`src/rtl/shift_pkg.sv`:
```
// Shared constants and types for the dual-lane serial capture block.
package shift_pkg;
  localparam int WIDTH_DEF = 8;

  // Counter counts down from WIDTH-2 to 0, so it only needs to hold WIDTH-2.
  function automatic int cnt_width(input int w);
    return (w > 2) ? $clog2(w - 1) : 1;
  endfunction

  localparam int CNT_W = cnt_width(WIDTH_DEF);

  typedef enum logic {IDLE, SHIFT} state_t;
endpackage

```
`src/rtl/sipo_lane.sv`:
```
// Single-lane MSB-first serial-in shift register; word presents the value after the next shift.
module sipo_lane
  import shift_pkg::*;
#(
  parameter int WIDTH = WIDTH_DEF
) (
  input  logic             clk,
  input  logic             rst,
  input  logic             en,
  input  logic             d,
  output logic [WIDTH-1:0] word
);
  logic [WIDTH-1:0] sh_q;

  assign word = {sh_q[WIDTH-2:0], d};

  always_ff @(posedge clk) begin
    if (rst)     sh_q <= '0;
    else if (en) sh_q <= word;
  end
endmodule

```
`src/rtl/serial_capture_8bit.sv`:
```
// Two-lane serial word capture with a single-entry hold register, overrun and framing flags.
module serial_capture_8bit
  import shift_pkg::*;
#(
  parameter int WIDTH = WIDTH_DEF
) (
  input  logic             CLK,
  input  logic             Reset,
  input  logic             Start,
  input  logic             A,
  input  logic             B,
  input  logic             Ack,
  output logic [WIDTH-1:0] Data_A,
  output logic [WIDTH-1:0] Data_B,
  output logic             Valid,
  output logic             Busy,
  output logic             Overrun,
  output logic             Frame_Err
);
  localparam int NUM_LANES = 2;
  localparam int CW = cnt_width(WIDTH);
  localparam logic [CW-1:0] LOAD = CW'(WIDTH - 2);

  state_t  state_q, state_d;
  logic [CW-1:0] cnt_q, cnt_d;
  logic    done, fe_set, shift_en;
  logic [NUM_LANES-1:0]            lane_d;
  logic [NUM_LANES-1:0][WIDTH-1:0] lane_word;

  // A restart never clears the lanes: stale bits shift out before the next completion.
  assign shift_en = Start | (state_q == SHIFT);
  assign lane_d   = {B, A};
  assign Busy     = (state_q == SHIFT);

  for (genvar g = 0; g < NUM_LANES; g++) begin : g_lane
    sipo_lane #(.WIDTH(WIDTH)) u_lane (
      .clk (CLK),
      .rst (Reset),
      .en  (shift_en),
      .d   (lane_d[g]),
      .word(lane_word[g])
    );
  end

  always_comb begin
    state_d = state_q;
    cnt_d   = cnt_q;
    done    = 1'b0;
    fe_set  = 1'b0;
    case (state_q)
      IDLE: if (Start) begin
        state_d = SHIFT;
        cnt_d   = LOAD;
      end
      SHIFT: begin
        if (cnt_q == '0) begin
          // Bit-0 cycle: a Start here chains straight into the next word.
          done    = 1'b1;
          state_d = Start ? SHIFT : IDLE;
          cnt_d   = Start ? LOAD : '0;
        end else if (Start) begin
          fe_set = 1'b1;
          cnt_d  = LOAD;
        end else begin
          cnt_d = cnt_q - 1'b1;
        end
      end
      default: state_d = IDLE;
    endcase
  end

  always_ff @(posedge CLK) begin
    if (Reset) begin
      state_q   <= IDLE;
      cnt_q     <= '0;
      Data_A    <= '0;
      Data_B    <= '0;
      Valid     <= 1'b0;
      Overrun   <= 1'b0;
      Frame_Err <= 1'b0;
    end else begin
      state_q <= state_d;
      cnt_q   <= cnt_d;
      if (done) begin
        if (!Valid || Ack) begin
          Data_A <= lane_word[0];
          Data_B <= lane_word[1];
          Valid  <= 1'b1;
        end else begin
          Overrun <= 1'b1;
        end
      end else if (Valid && Ack) begin
        Valid <= 1'b0;
      end
      if (fe_set) Frame_Err <= 1'b1;
    end
  end
endmodule

```
`config.mk`:
```
export PLATFORM = sky130hd
export DESIGN_NAME = serial_capture_8bit
export DESIGN_NICKNAME = d
export VERILOG_FILES = /design/src/rtl/shift_pkg.sv /design/src/rtl/sipo_lane.sv /design/src/rtl/serial_capture_8bit.sv
export SDC_FILE = /design/constraint.sdc
export NUM_CORES = 1
export LEC_CHECK = 0
export CAP_MARGIN = 20
export CORE_MARGIN = 3
export CORE_UTILIZATION = 52
export DETAILED_ROUTE_END_ITERATION = 10
export PLACE_DENSITY = 0.78
export SETUP_SLACK_MARGIN = 0.5
export SYNTH_ARGS = -nofsm -noshare
export SYNTH_HDL_FRONTEND = slang
export SYNTH_SLANG_ARGS = --single-unit
```
`constraint.sdc`:
```
create_clock -name CLK -period 1.54 [get_ports CLK]
set_clock_uncertainty 0.05 [all_clocks]
set_input_delay 0.308 -clock CLK [delete_from_list [all_inputs] [get_ports CLK]]
set_output_delay 0.308 -clock CLK [all_outputs]
set_load 0.1 [all_outputs]
```
=== Yosys cells after proc, flatten, opt, wreduce, memory -nomap -nowiden ===
Index checks and enable logic that the tools add are counted.

* Logic and storage cells: 38
* Input bits: 6
* Output and inout port bits: 20
* Bits in registers: 37

* Add/sub/neg operators: 1
* Equal/unequal tests: 2
* Reduce and logical (&&, ||, !) cells: 8
* Bitwise logic cells: 3
* Multiplexer cells: 15

{| class="wikitable"
|+ Operators with widths
! cell !! number
|-
| 2-to-1 mux 3 bit || 4
|-
| 2-to-1 mux 1 bit || 9
|-
| one-hot mux 3 bit (2 select lines) || 1
|-
| AND reduction 2 bit || 3
|-
| logical NOT 3 bit || 1
|-
| subtractor 3 x 1 -> 3 bit, second input constant || 1
|-
| inequality test 2 x 1 -> 1 bit, second input constant || 1
|-
| inequality test 2 bit, second input constant || 1
|-
| inverter 1 bit || 2
|-
| one-hot mux 1 bit (2 select lines) || 1
|-
| nonzero test 2 bit || 1
|-
| logical AND 1 bit || 1
|-
| logical NOT 1 bit || 1
|-
| logical OR 1 bit || 1
|-
| OR 1 bit || 1
|}

=== Longest topological paths before layout ===
Gate-level depths: netlist (run 1).

* Depth after elaboration: 5
* Gate-level depth with buffers: 6
* Gate-level depth less buffers: 5

=== By module ===
Synthesis (run 1) repeated with hierarchy kept, for this count alone.

* Cells, all modules: 151
* Area total of the unflattened synthesis: 1624.1 µm²

{| class="wikitable"
|+ By module, submodules not included
! module !! area an instance (µm²) !! seq. area each (µm²) !! cells an instance !! instances
|-
| serial_capture_8bit || 1113.6 || 460.4 || 105 || 1
|-
| sipo_lane || 255.2 || 140.1 || 23 || 2
|}

=== Worst setup path before layout (run 1) ===
OpenSTA, ideal clock, no wires.

* Kind: reg2reg
* From: register state_q (netlist: Busy)
* To: register Data_A[0]
* Stages on the path, launching flop included: 6
* Slack: -385 ps
* Path buffers: 2
* Required time: 1418 ps
* Period minus slack after synthesis: 1925 ps
* Arrival: 1803 ps
* Setup time: 72 ps
* Path through: dfxtp_1 -> buf_6 -> nand3b_4 -> nor2_8 -> buf_12 -> mux2i_1

* Longest elaborated chain between the ends: 2

{| class="wikitable"
|+ RTL lines
! what !! RTL line !! RTL
|-
| start: declaration || serial_capture_8bit.sv:24 || <nowiki>state_t state_q, state_d;</nowiki>
|-
| start signal: assignment || serial_capture_8bit.sv:82 || <nowiki>state_q <= state_d;</nowiki>
|-
| 2-to-1 mux 1 bit || serial_capture_8bit.sv:50 || <nowiki>case (state_q)</nowiki>
|-
| AND reduction 2 bit (no line) || - ||
|-
| end signal: assignment || serial_capture_8bit.sv:86 || <nowiki>Data_A <= lane_word[0];</nowiki>
|-
| end: declaration || serial_capture_8bit.sv:13 || <nowiki>output logic [WIDTH-1:0] Data_A,</nowiki>
|}

Every way passes these cells.
A chain may end at the register's enable or synchronous reset.

=== Worst setup path after layout (run 1) ===
* From: register cnt_q[0]
* To: register cnt_q[2]

* Longest elaborated chain between the ends: 4
* Elaborated cells between the ends (all ways): 5
* Those cells by class: 1 x add/sub; 3 x mux; 1 x reduce/logical

{| class="wikitable"
|+ RTL lines
! what !! RTL line !! RTL
|-
| start: declaration || serial_capture_8bit.sv:25 || <nowiki>logic [CW-1:0] cnt_q, cnt_d;</nowiki>
|-
| start signal: assignment || serial_capture_8bit.sv:83 || <nowiki>cnt_q <= cnt_d;</nowiki>
|-
| subtractor 3 x 1 -> 3 bit || serial_capture_8bit.sv:65 || <nowiki>cnt_d = cnt_q - 1'b1;</nowiki>
|-
| 2-to-1 mux 3 bit || serial_capture_8bit.sv:61 || <nowiki>end else if (Start) begin</nowiki>
|-
| 2-to-1 mux 3 bit * || serial_capture_8bit.sv:56 || <nowiki>if (cnt_q == '0) begin</nowiki>
|-
| one-hot mux 3 bit (2 select lines) * || serial_capture_8bit.sv:50 ||
|}

Every way passes the cells marked *; elsewhere a longest branch is shown, timed or not.

==> results of run 1 <==
==> flip-flops by register name (all words and copies together) (netlist names) <==
signal,cells
Data_B,8
Valid,1
cnt_q,3
Overrun,1
Frame_Err,1
Busy,1
Data_A,8
g_lane.u_lane.sh_q,14
==> layer usage <==
metal / share of wire, % / vias up
li1: - / 643
met1: 40 / 698
met2: 53 / 49
met3: 4.9 / 11
met4: 2.2 / 0
met5: 0 / -
==> through the flow <==
stage                     power [mW]  area, um2  TNS (ns)  std cells  hold slack (ns)
final                          2.001       2629         0        257           0.3283
after global routing           2.060       2629         0        257           0.3371
after CTS                      1.931       2512         0        252           0.3138
after detailed placement       1.352       2213    -2.175        230           0.4145
after global placement         1.340       2213   -0.9502        230           0.4084
after floorplan                1.252       1705         0        167           0.3365
==> path summary, 6_finish.rpt <==
kind | slack, ns | depth (start not counted) | from | to
worst max-delay path | 0.14 | 6 | cnt_q[0] | cnt_q[2]
worst min-delay path | 0.33 | 3 | Start | cnt_q[0]
worst max register to register | 0.14 | 6 | cnt_q[0] | cnt_q[2]
worst min register to register | 0.44 | 2 | g_lane[0].u_lane.sh_q[6] | g_lane[0].u_lane.sh_q[6]
==> cells in the final DEF (no fill, tap or decap), types with 2 or more instances in the layout <==
master,Yosys,routed
ha_4,0,2
a21oi_1,8,2
dfxtp_1,37,16
nand2_1,19,14
nor2_1,5,5
buf_6,2,4
a21oi_2,10,16
clkdlybuf4s50_1,0,3
buf_4,0,14
inv_2,1,3
mux2i_1,16,16
buf_12,2,26
nand2b_1,34,34
nand2_4,0,14
dfxtp_2,0,19
clkbuf_4,0,5
dfxtp_4,0,2
==> final cells by class <==
| class | instances | area, um2 | share of cell area (%) |
|---|---|---|---|
| multi-input combinational | 117 | 963.4 | 36.65 |
| clock buffer | 7 | 55.05 | 2.094 |
| tap | 42 | 52.55 | 1.999 |
| timing repair buffer | 51 | 774.5 | 29.46 |
| inverter | 3 | 11.26 | 0.4284 |
| sequential | 37 | 772.0 | 29.37 |
==> worst max-delay path: cells and delay by family, from the launching register on <==
family / cells / cell delay, ns
DFF: 1 / 0.34
and+or+nand+nor: 1 / 0.11
AOI/OAI and AO/OA: 2 / 0.43
adders and majority gates: 1 / 0.15
buffers and inverters: 2 / 0.22
==> power by group through the flow <==
stage	Sequential [mW]	Clock, mW	Combinational, mW
after global placement	1.03	0	0.310
after global routing	1.02	0.574	0.470
after floorplan	1.09	0	0.165
after CTS	1.01	0.523	0.398
after detailed placement	1.03	0	0.321
final	1.01	0.534	0.455
==> cell families (layout without fill, tap and decap cells) <==
group | Yosys count | after routing | share of synthesized area [%]
muxes | 16 | 16 | 9.771
DFF | 37 | 37 | 45.19
AOI/OAI and AO/OA | 23 | 23 | 10.00
and+or+nand+nor | 76 | 76 | 27.33
buffers and inverters | 13 | 61 | 6.183
adders and majority gates | 2 | 2 | 1.526
==> timing repair <==
action	CTS	global route
buffers inserted	14	4
pin swaps	13	11
gates resized for setup	32	13
cloned	1	1
setup endpoints to repair	57	56
==> run metrics, run 1 <==
status=completed; first-iteration detailed-routing DRC count=64; Final #Nets=223; Die ar.=3862 um2; initial core utilization=56.98%; total gr overflow=0; via/cell ratio=5.451; gr busiest metal=met2; Post-synth EDFFs=0; Critical Path Source Type=flip-flop; combinational fraction of design power=22.7%; vias in the first global route=1493; Synth top cells by count=dfxtp_1 (37), nand2b_1 (34), nand2_1 (19), mux2i_1 (16); Worst-Margin Slew=0.3100 ns; Clk Latency, worst-skew pair=0.35 ns; DRT Pass-1 Iters=4; max cap viols=0; first-pass GRT wire length=7.148 mm; Die W=62.15 um; #FFs+latches synth=37; Post-Syn Instances=167; Post-DP HPWL=2.451 mm; Post-Place Setup Slack=-0.1640 ns; Layout area overhead=60.38%; Fillers=105; Sequential Power Share=50.6%; Antenna Cells=0; P_leak=1.015 nW; switch share=29.52%; CP max-delay cell=dfxtp_2; clk slew on worst S/H paths=0.10 ns; Clock power frac=26.7%; H-tree lvl count=2; DR vias=1401; Final Hold Viols=0; Root Driver=clkbuf_4; height of the die=62.15 um; per-cell routed wire length=19.52 um; Req. time, crit path=1.72 ns; post-route clock period utilization=90.98%; synth top area cells=dfxtp_1 (45%), nand2b_1 (13%), mux2i_1 (9.8%); Floorplan Core Area=2877 um2; share of the synthesized area in the top cell type=45.19%; Power Dens Cells=761.3 nW/um2; RSZ-0062 raised after global routing=true; GR Layer Usage met2=42.88%; HP Class=input port to flip-flop; global routing usage on met3=5.586%; worst-path fanout max=2; fmax=713.7 MHz; initial antenna violation count=0; clock buffer depth=2; final worst slack=0.1389 ns; ANT nets after route=0; WS Path Type=flip-flop to flip-flop; residual DRC count=0; synthesized area=1639 um2; placer congestion estimate=0.7449; Slew Viols, Final=0; Routed WL=5.016 mm; NetSw=590.7 uW; cts hold-fix bufs=0; share of layout cells above drive strength 1=54.88%; total track usage=23.44%; Critical Path Max Stage Delay=0.34 ns; endpoints failing setup=0; CTS Buf Count=5; CTS tree=yes; synth warn=0; Global Route met1 Usage=25.48%; final core utilization=91.39%; asr flop ratio synth=0%; crit path cell chain=inv_2 -> buf_4 -> ha_4 -> a21boi_1 -> a311oi_1 -> nor2_1; area leader, netlist=dfxtp_1; crit path time final=1.401 ns; clock sinks=37; count leader, synth=dfxtp_1; port bufs=25; syn nets=175; synth unique cells=27; sequential area share after synthesis=45.19%; average size of a mapped cell=9.815 um2; WP data arrival=1.58 ns; Max IR drop VDD=0.6426 mV; Slew headroom=79.19%; CP endpoint kind=flip-flop; I/O pin cnt=26; P_int=1.411 mW; largest net degree at the start of global routing=45; row count=19; ys flop type=dfxtp_1
Power figures use the tool's default switching activity.
==> run 2: changes to the inputs <==
- CAP_MARGIN: 20 -> 10
==> results of run 2 <==
Same layout as run 1: the final DEF is identical, and so are final timing and power.
